`config.mk`:
```
export PLATFORM = sky130hd
export DESIGN_NAME = sega_joy_reader
export DESIGN_NICKNAME = d
export VERILOG_FILES = /design/src/rtl/sega_joy_pkg.sv /design/src/rtl/sega_joy_port.sv /design/src/rtl/sega_joy_reader.sv
export SDC_FILE = /design/constraint.sdc
export NUM_CORES = 1
export LEC_CHECK = 0
export CAP_MARGIN = 40
export CORE_ASPECT_RATIO = 1.1
export CORE_UTILIZATION = 48
export DETAILED_ROUTE_END_ITERATION = 8
export GPL_TIMING_DRIVEN = 0
export PLACE_DENSITY = 0.75
export SYNTH_ARGS = -nofsm -noshare
export SYNTH_HDL_FRONTEND = slang
export SYNTH_SLANG_ARGS = --single-unit
```
`constraint.sdc`:
```
create_clock -name clk_i -period 1.9 [get_ports clk_i]
set_input_delay 0.19 -clock clk_i [delete_from_list [all_inputs] [get_ports clk_i]]
set_output_delay 0.19 -clock clk_i [all_outputs]
set_load 0.05 [all_outputs]
```
`src/rtl/sega_joy_pkg.sv`:
```
// Shared types and field indices for the Sega/Atari DB9 joystick reader.
package sega_joy_pkg;

  localparam int PHASES = 8;

  typedef enum logic [2:0] {
    PH_0, PH_1, PH_2, PH_3, PH_4, PH_5, PH_6, PH_7
  } phase_t;

  // Raw pad pin positions inside one port's 6-bit joy_i slice.
  localparam int JI_UP    = 0;
  localparam int JI_DOWN  = 1;
  localparam int JI_LEFT  = 2;
  localparam int JI_RIGHT = 3;
  localparam int JI_P6    = 4;
  localparam int JI_P9    = 5;

  // Decoded button positions inside one port's 12-bit joy_o slice.
  localparam int JO_U = 0;
  localparam int JO_D = 1;
  localparam int JO_L = 2;
  localparam int JO_R = 3;
  localparam int JO_B = 4;
  localparam int JO_C = 5;
  localparam int JO_A = 6;
  localparam int JO_S = 7;
  localparam int JO_Z = 8;
  localparam int JO_Y = 9;
  localparam int JO_X = 10;
  localparam int JO_M = 11;

  // Select level driven once the given phase is left: high after odd phases.
  function automatic logic sel_after(phase_t ph);
    return ph[0];
  endfunction

endpackage

```
`src/rtl/sega_joy_port.sv`:
```
// One DB9 port: input synchroniser, per-frame shadow capture and atomic commit.
// Six-button detection and MXYZ capture exist only when JOY_SIX_BUTTON_EN is defined.
module sega_joy_port
  import sega_joy_pkg::*;
(
  input  logic        clk,
  input  logic        reset,
  input  logic        step,
  input  phase_t      phase,
  input  logic [5:0]  pins,
  output logic [11:0] joy,
  output logic        six_btn
);

  logic [5:0]  sync_a;
  logic [5:0]  sync_b;
  logic [5:0]  held;
  logic [11:0] shadow;
  logic        shadow_six;

  // Pad pins are active-low; everything downstream works in pressed = 1.
  assign held = ~sync_b;

  always_ff @(posedge clk or posedge reset) begin
    if (reset) begin
      // NOTE: non-blocking assignments keep the two synchroniser stages as distinct flops.
      sync_a <= '1;
      sync_b <= '1;
    end else begin
      sync_a <= pins;
      sync_b <= sync_a;
    end
  end

  always_ff @(posedge clk or posedge reset) begin
    if (reset) begin
      shadow     <= '0;
      shadow_six <= 1'b0;
      joy        <= '0;
      six_btn    <= 1'b0;
    end else if (step) begin
      case (phase)
        PH_2: begin
          shadow[JO_R:JO_U] <= held[JI_RIGHT:JI_UP];
          shadow[JO_C:JO_B] <= held[JI_P9:JI_P6];
          shadow_six        <= 1'b0;
        end
        PH_3: begin
          // Left+right together is impossible on a real pad: it marks an MD pad.
          if (held[JI_RIGHT] && held[JI_LEFT]) begin
            shadow[JO_S:JO_A] <= held[JI_P9:JI_P6];
          end else begin
            shadow[JO_S:JO_A] <= 2'b00;
            shadow[JO_C:JO_B] <= held[JI_P9:JI_P6];
          end
        end
`ifdef JOY_SIX_BUTTON_EN
        PH_5: begin
          if (&held[JI_RIGHT:JI_UP]) shadow_six <= 1'b1;
        end
        PH_6: begin
          shadow[JO_M:JO_Z] <= shadow_six ? held[JI_RIGHT:JI_UP] : 4'b0000;
        end
`endif
        PH_7: begin
          joy     <= shadow;
          six_btn <= shadow_six;
        end
        default: ;
      endcase
    end
  end

endmodule

```
`src/rtl/sega_joy_reader.sv`:
```
// Multi-port DB9 joystick reader: shared select line, 8-phase scan frame, per-port decode.
// Define JOY_SIX_BUTTON_EN to enable six-button pad detection and MXYZ capture.
module sega_joy_reader
  import sega_joy_pkg::*;
#(
  parameter int PORTS    = 2,
  parameter int TICK_DIV = 1536
) (
  input  logic                  clk_i,
  input  logic                  reset_i,
  input  logic [PORTS*6-1:0]    joy_i,
  output logic                  sel_o,
  output logic [PORTS*12-1:0]   joy_o,
  output logic [PORTS-1:0]      six_btn_o,
  output logic                  valid_o
);

  localparam int TW = (TICK_DIV > 1) ? $clog2(TICK_DIV) : 1;

  logic [TW-1:0] tick;
  phase_t        phase;
  logic          step;

  assign step = (tick == TW'(TICK_DIV - 1));

  always_ff @(posedge clk_i or posedge reset_i) begin
    if (reset_i) begin
      tick    <= '0;
      phase   <= PH_0;
      sel_o   <= 1'b1;
      valid_o <= 1'b0;
    end else begin
      valid_o <= step && (phase == PH_7);
      if (step) begin
        tick  <= '0;
        phase <= phase_t'(3'(phase + 3'd1));
        sel_o <= sel_after(phase);
      end else begin
        tick <= tick + TW'(1);
      end
    end
  end

  for (genvar p = 0; p < PORTS; p++) begin : g_port
    sega_joy_port u_port (
      .clk     (clk_i),
      .reset   (reset_i),
      .step    (step),
      .phase   (phase),
      .pins    (joy_i[6*p +: 6]),
      .joy     (joy_o[12*p +: 12]),
      .six_btn (six_btn_o[p])
    );
  end

endmodule

```
* Word level (Yosys, flattened, before mapping) *
Cells that the tools add are included.

operators by class
  add/sub/neg operators = 2
  eq/ne operators = 6
  mux-type cells = 7
  bitwise gates (word level) = 2
  reductions and logical operators = 9

operators with widths
  operator                                                         count
  6-bit NOT                                                        2
  11-bit by 1-bit adder with 11-bit output, second input constant  1
  11-bit == test, second input constant                            1
  11-bit 2-to-1 mux                                                1
  2-bit 2-to-1 mux                                                 4
  2-bit one-hot mux with 2 select lines                            2
  3-bit by 2-bit == test with 1-bit output, second input constant  2
  2-bit AND reduction                                              3
  3-bit AND reduction                                              2
  2-bit inequality test, second input constant                     2
  3-bit by 1-bit adder with 3-bit output, second input constant    1
  3-bit == test, second input constant                             1
  1-bit logical AND                                                3
  2-bit nonzero test                                               1

word-level totals
  flip-flop bits (word level) = 80
  input port bits = 14

* Longest topological paths before layout *
Gate-level depths: netlist of the first run.

  depth after elaboration = 4
  mapped depth = 7
  mapped depth without buffers = 6

* By module *
A second synthesis of the first run with hierarchy kept.

unflattened totals
  cells, all modules = 197
  area total of the unflattened synthesis = 2750.1 um^2

by module, submodules not included
  module           times used  cells each  area each (um^2)
  sega_joy_port    2           68          1003.5
  sega_joy_reader  1           61          743.2

* Least setup slack after synthesis of the first run *
No wires, ideal clock.

  path type = reg2reg
  from = reg tick[0]
  to = reg g_port[0].u_port.joy[0]
  arrival time = 1650 ps
  required time = 1775 ps
  path slack = 125 ps
  stages on the path, launching flop included = 8
  buffers on the path = 3
  period minus slack after synthesis = 1775 ps
  cells stage by stage = dfrtp_1 ha_1 and4_1 buf_6 and4_4 buf_8 buf_12 mux2_4

on the way
  longest elaborated chain between the ends = 2

RTL lines
  what                           RTL line               RTL
  from (decl)                    sega_joy_reader.sv:20  logic [TW-1:0] tick;
  from (signal assigned)         sega_joy_reader.sv:39  tick <= tick + TW'(1);
  11-bit == test                 sega_joy_reader.sv:24  assign step = (tick == TW'(TICK_DIV - 1));
  2-bit AND reduction (no line)  n/a
  to (signal assigned)           sega_joy_port.sv:66    joy <= shadow;
  to (decl)                      sega_joy_port.sv:11    output logic [11:0] joy,

No other way between the ends.
A chain may end at the register's enable or synchronous reset.

* Worst setup path after layout of the first run *
  from = reg tick[1]
  to = reg g_port[1].u_port.joy[6]

on the way
  longest elaborated chain between the ends = 2

RTL lines
  what                           RTL line
  11-bit == test                 sega_joy_reader.sv:24
  2-bit AND reduction (no line)  n/a
  to (signal assigned)           sega_joy_port.sv:66
  to (decl)                      sega_joy_port.sv:11

No other way between the ends.

==> results.tsv, run 1 <==
stage	metric	value	unit
worst_setup_path	crit path kind	reg -> reg	
synthesis	synthesized area	2789	µm²
synthesis	Synth Area per Inst	14.60	µm²
place	gpl congestion	0.7419	
grt	grt ovf	0	
die	core area	5500	µm²
die	Starting Density	50.71	%
routing	Final ANT Viol Nets	0	
layout	Nets	265	
clock_tree	CTS root buffer	clkbuf_8	
sta	final hold vios	0	
die	FP Rows	28	
sta	Final setup viols	0	
grt	Tot GR Track Use	16.14	%
grt	global-route wire length before repair	7017	µm
layout	Layout Cells excl Fill	326	
sta	Final min period	1810	ps
grt	GRT met3 Usage	6.258	%
worst_setup_path	Max FO, Critical Path	10	
grt	vias in the first global route	1540	
layout	Multi-input gate area	840.8	µm²
synthesis	sequential area share after synthesis	65.72	%
worst_hold_path	Hold Crit Class	in -> reg	
sta	max frequency	552.3	MHz
routing	final WL	4185	µm
synthesis	Seq cells post-synth	72	
synthesis	synth unique cells	33	
sta	Tcrit/Tclk final	95.29	%
sta	Worst Clk Skew	10.95	ps
die	die height	81.95	µm
clock_tree	number of clock sinks	72	
power	Power Dens Cells	925.2	nW/µm²
synthesis	Mapped Cells	191	
clock_tree	CTS Buf Count	9	
clock_tree	CTS max path bufs	2	
layout	fillcell total	421	
clock_tree	H-tree depth	3	
worst_setup_path	Critical Path Sink Type	flip-flop	
clock_tree	clock network latency to the later pin of the worst-skew pair	340	ps
place	placed cells	307	
grt	GR Util met2	25.23	%
routing	DR pass1 iterations	4	
power	Max VDD drop	0.4781	mV
power	Lkg Pwr	1.749	nW
clock_tree	CTS Hold Bufs	0	
worst_setup_path	r2r setup slk	90	ps
routing	vias per std cell	4.672	
layout	Layout area overhead	27.77	%
sta	slew margin rel.	49.28	%
place	PortBufs	31	
clock_tree	Clock transition at path regs	80	ps
worst_setup_path	critical path arrival	2040	ps
grt	pin count of the biggest net entering global routing	38	
layout	register area	1833	µm²
die	die area	6119	µm²
grt	met1 usage	19.66	%
routing	DRT iter0 DRCs	53	
routing	drc violations	0	
status	status	finished clean	
die	die width	74.68	µm
grt	global route hottest layer	met2	
routing	drt wl/cell	12.84	µm
sta	Final TNS setup	0	ps
routing	vias	1523	
run	max-cap violations	0	
worst_setup_path	Worst Path Required	2120	ps
layout	share of cells above drive strength 1	33.47	%
synthesis	yosys warns	8	
place	dpl hpwl	2927	µm
grt	initial antenna violation count	0	
sta	RSZ-0062 raised after global routing	false	
die	Boundary Pins	42	
worst_setup_path	CP Launch Type	flip-flop	
sta	fin. max-slew vios	0	
layout	ant diodes	0	
clock_tree	CTS tree	done	
sta	Worst Tran Pin Value	759.2	ps
==> area by class of cell <==
type | instances | area share [%]
flip-flops and latches | 72 | 51.44
multi-input cells | 106 | 23.60
repair buffers | 35 | 9.972
clock buffers | 11 | 3.968
plain buffers | 15 | 3.933
clock inverters | 5 | 3.617
well taps | 75 | 2.633
inverters | 7 | 0.8427
==> worst max-delay path: stages (launching register included) <==
cell     delay (ps)
dfrtp_1         410
ha_4            150
and4_1          190
buf_6           140
and4_4          220
buf_8           130
buf_12          140
mux2_4          300
==> power by group <==
part           internal [mW]  switching, mW
Combinational         0.0427         0.0774
Clock                   1.04          0.543
Sequential              1.58         0.0108
==> per-stage QoR <==
step           hold slack, ps  total power [mW]  utilization, %  setup slack [ps]  instance area (µm²)
2_1_floorplan           194.5             1.695               -             125.3                 2826
3_3_place_gp            346.1             1.733           58.74             43.38                 3231
3_5_place_dp            347.0             1.739           59.10             28.25                 3251
4_1_cts                 230.8             3.330           64.01             3.802                 3521
5_1_grt                 223.0             3.410           64.79             3.924                 3563
6_report                243.7             3.297           64.79             89.52                 3563
==> layout by cell type, fill, tap and decap left out, types with 4 or more instances in the layout <==
cell type	count
mux2_4	9
clkbuf_8	10
nand3_1	4
bufinv_16	4
dfrtp_1	47
inv_1	6
dfstp_2	25
xnor2_1	6
mux2_2	8
nand2_1	10
buf_4	14
o2bb2ai_1	4
a21o_1	8
ha_1	4
nor2_1	13
clkdlybuf4s50_1	30
o21ai_0	4
mux2i_1	4
conb_1	10
==> routing by layer <==
| metal | wire length (µm) | up-vias |
|---|---|---|
| li1 | - | 729 |
| met1 | 1863 | 753 |
| met4 | 78 | 0 |
| met3 | 180 | 7 |
| met5 | 0 | - |
| met2 | 2062 | 34 |
==> cells by family (layout without fill, tap and decap cells) <==
| logic type | count (synthesis) | in the layout | synth area share (%) |
|---|---|---|---|
| DFF | 72 | 72 | 65.72 |
| and+or+nand+nor | 43 | 43 | 8.524 |
| buffers and inverters | 22 | 73 | 5.967 |
| muxes | 21 | 21 | 9.511 |
| AOI/OAI and AO/OA | 19 | 19 | 5.383 |
| xor gates and xnor gates | 8 | 8 | 2.512 |
| adders and majority gates | 5 | 5 | 2.243 |
| other | 1 | 10 | 0.1345 |
==> registers in the layout, indices dropped and copies added (netlist names) <==
register              cells
g_port.u_port.sync_a     12
phase                     3
sel_o                     1
valid_o                   1
g_port.u_port.joy        16
g_port.u_port.shadow     16
g_port.u_port.sync_b     12
tick                     11
==> worst paths after layout <==
check,cells after the start,end,start
setup / recovery,7,g_port[1].u_port.joy[6],tick[1]
hold / removal,1,g_port[1].u_port.sync_a[3],joy_i[9]
setup reg to reg,7,g_port[1].u_port.joy[6],tick[1]
hold reg to reg,0,g_port[1].u_port.sync_b[2],g_port[1].u_port.sync_a[2]
max in group asynchronous,3,g_port[0].u_port.sync_b[1],reset_i
min in group asynchronous,2,tick[8],reset_i
==> timing repair <==
action | in CTS | in global routing
gates resized for setup | 0 | 4
endpoints found under the setup margin | 0 | 19
setup buffers | 0 | 3
==> cell usage after synthesis (all sizes together) <==
cell	number	area, µm²
nand3	4	20.02
buf	15	140.1
a21oi	1	5.000
o2bb2ai	4	35.03
nand2	11	43.80
nor2	13	48.80
conb	1	3.750
nor3	1	5.000
and2	1	7.510
and4b	1	10.01
nand4	2	12.51
o221ai	2	30.03
xnor2	6	52.55
or3	2	12.51
nand2b	2	12.51
dfstp	25	656.9
and4	3	28.78
a21o	8	60.06
ha	5	62.56
mux2i	4	40.04
dfrtp	47	1176
nor2b	2	12.51
nand4b	1	23.77
mux2	17	225.2
o21ai	4	20.02
xor2	2	17.52
inv	7	26.28
Power figures use the tool's default switching activity.
==> run 2: changes to the inputs <==
--- a/config.mk
+++ b/config.mk
@@ -8,6 +8,7 @@
 export CAP_MARGIN = 40
 export CORE_ASPECT_RATIO = 1.1
 export CORE_UTILIZATION = 48
+export CTS_CLUSTER_DIAMETER = 80
 export DETAILED_ROUTE_END_ITERATION = 8
 export GPL_TIMING_DRIVEN = 0
 export PLACE_DENSITY = 0.75
==> results of run 2 <==
Final layout, timing and power as in run 1 (identical DEF).
==> run 3: changes to the inputs <==
--- a/config.mk
+++ b/config.mk
@@ -10,7 +10,6 @@
 export CORE_UTILIZATION = 48
 export CTS_CLUSTER_DIAMETER = 80
 export DETAILED_ROUTE_END_ITERATION = 8
-export GPL_TIMING_DRIVEN = 0
 export PLACE_DENSITY = 0.75
 export SYNTH_ARGS = -nofsm -noshare
 export SYNTH_HDL_FRONTEND = slang
==> results.tsv, run 3 (synthesis gave the netlist of run 1 again) <==
stage	metric	value	unit
clock_tree	clock network latency to the later pin of the worst-skew pair	340	ps
layout	share of cells above drive strength 1	32.10	%
grt	pin count of the biggest net entering global routing	32	
die	die width	74.68	µm
place	pre-CTS setup slack	96.54	ps
worst_setup_path	cell breakdown of the critical path	ha_1 -> and4_2 -> buf_4 -> nand4b_4 -> or3_1 -> o2bb2ai_1	
worst_setup_path	reg2reg start	tick[0]	
worst_setup_path	r2r setup slk	170	ps
worst_setup_path	cells on worst reg2reg path	6	
die	FP Rows	28	
sta	Final setup viols	0	
routing	Final ANT Viol Nets	0	
clock_tree	Clock transition at path regs	80	ps
routing	DR pass1 iterations	4	
clock_tree	CTS tree	done	
worst_setup_path	Worst path max stage delay	390	ps
clock_tree	number of clock sinks	72	
routing	drc violations	0	
power	Max VDD drop	0.5187	mV
routing	vias	1509	
worst_setup_path	critical path depth	6	
worst_hold_path	Hold Crit Class	in -> async	
sta	slew margin rel.	65.41	%
die	Starting Density	50.71	%
clock_tree	CTS root buffer	clkbuf_8	
place	dpl hpwl	3010	µm
sta	Final min period	1731	ps
grt	Tot GR Track Use	15.96	%
place	PortBufs	31	
sta	Final TNS setup	0	ps
grt	vias in the first global route	1468	
layout	Nets	257	
worst_setup_path	CP Capture Point	g_port[0].u_port.shadow[6]	
layout	ant diodes	0	
clock_tree	CTS Hold Bufs	0	
clock_tree	CTS max path bufs	2	
routing	final WL	4179	µm
sta	final worst slack	168.8	ps
layout	commonest non-fill, non-tap cell in the layout	dfrtp_1	
sta	final hold vios	0	
worst_setup_path	Critical Path Sink Type	flip-flop	
sta	RSZ-0062 raised after global routing	false	
layout	Layout Cells excl Fill	318	
sta	Tcrit/Tclk final	91.12	%
sta	hold_ws	242.0	ps
power	Power Dens Cells	846.5	nW/µm²
grt	grt ovf	0	
worst_setup_path	CP Launch Type	flip-flop	
grt	initial antenna violation count	0	
routing	drt wl/cell	13.14	µm
place	gpl congestion	0.7715	
power	Total Power	2.902	mW
worst_setup_path	critical path arrival	1980	ps
clock_tree	CTS Buf Count	9	
worst_setup_path	Worst Path Required	2150	ps
worst_setup_path	Worst Path Buf+Inv	1	
run	max-cap violations	0	
clock_tree	H-tree depth	3	
layout	Core Util, Final	62.33	%
sta	max frequency	577.6	MHz
status	status	finished clean	
layout	Layout area overhead	22.93	%
worst_setup_path	Top delay family on crit path	simple AND/OR/NAND/NOR gates	
die	die height	81.95	µm
worst_setup_path	Critical path origin	tick[0]	
die	Boundary Pins	42	
worst_setup_path	highest-delay cell along the critical path	dfrtp_1	
sta	fin. max-slew vios	0	
sta	Worst Tran Pin Value	517.8	ps
power	Lkg Pwr	1.643	nW
worst_setup_path	r2r endpoint	g_port[0].u_port.shadow[6]	
sta	Worst Clk Skew	12.48	ps
layout	biggest regs	g_port.u_port.joy (16), g_port.u_port.shadow (16)	
layout	commonest cells after routing, fill and taps aside	dfrtp_1 (47), clkdlybuf4s50_1 (30), dfstp_2 (25)	
place	placed cells	300	
die	core area	5500	µm²
routing	vias per std cell	4.745	
worst_setup_path	crit path kind	reg -> reg	
place	placed cell areas	3181	µm²
die	die area	6119	µm²
grt	global-route wire length before repair	6906	µm
worst_setup_path	Max FO, Critical Path	6	
layout	Design Area, Final	3428	µm²
layout	fillcell total	449	
routing	DRT iter0 DRCs	73	
==> run 3: changes by cell type in the layout (fill, tap and decap cells not counted), sizes merged <==
cell and change:
buf -7, bufinv -3, dlymetal6s2s -1, clkinvlp +2, clkinv +1
==> run 3: how the worst min path moves through the flow <==
stage / start / endpoint / slack (ps) / cells past startpoint
finish: reset_i / g_port[0].u_port.joy[5] / 240 / 2
global route: joy_i[7] / g_port[1].u_port.sync_a[1] / 240 / 1
CTS: joy_i[7] / g_port[1].u_port.sync_a[1] / 230 / 1
detailed placement: g_port[1].u_port.sync_a[5] / g_port[1].u_port.sync_b[5] / 350 / 0
global placement: g_port[0].u_port.sync_a[1] / g_port[0].u_port.sync_b[1] / 350 / 0
floorplan: joy_i[0] / g_port[0].u_port.sync_a[0] / 190 / 0
==> run 3: layout make-up <==
type,count,area (µm²),share of cell area [%]
Timing Repair Buffer,42,440.4,12.85
Clock buffer,11,151.4,4.416
Inverter,7,30.03,0.8759
Clock inverter,5,55.05,1.606
Sequential cell,72,1833,53.47
Multi-Input combinational cell,106,824.5,24.05
Tap cell,75,93.84,2.737
==> run 3: power breakdown <==
part,internal (mW),switching [mW]
combinational,0.0327,0.0760
sequential,1.58,0.0112
clock,0.673,0.530
total,2.28,0.618
==> run 3: per-layer routing <==
metal	up-vias	GRT usage [%]	share of wire, %
li1	717	-	-
met2	34	24.32	51
met1	756	20.16	45
met3	2	5.890	3.4
met5	-	0	0
met4	0	7.358	0.79
==> run 3: repair_timing <==
| item | in CTS | in global routing |
|---|---|---|
| buffers inserted | 0 | 2 |
| setup endpoints to repair | 0 | 8 |
| resized for setup | 0 | 1 |
==> run 3: worst register-to-register path, stage by stage, from the launching register on <==
cell and delay [ps]:
dfrtp_1 390, ha_1 170, and4_2 280, buf_4 160, nand4b_4 100, or3_1 380, o2bb2ai_1 160
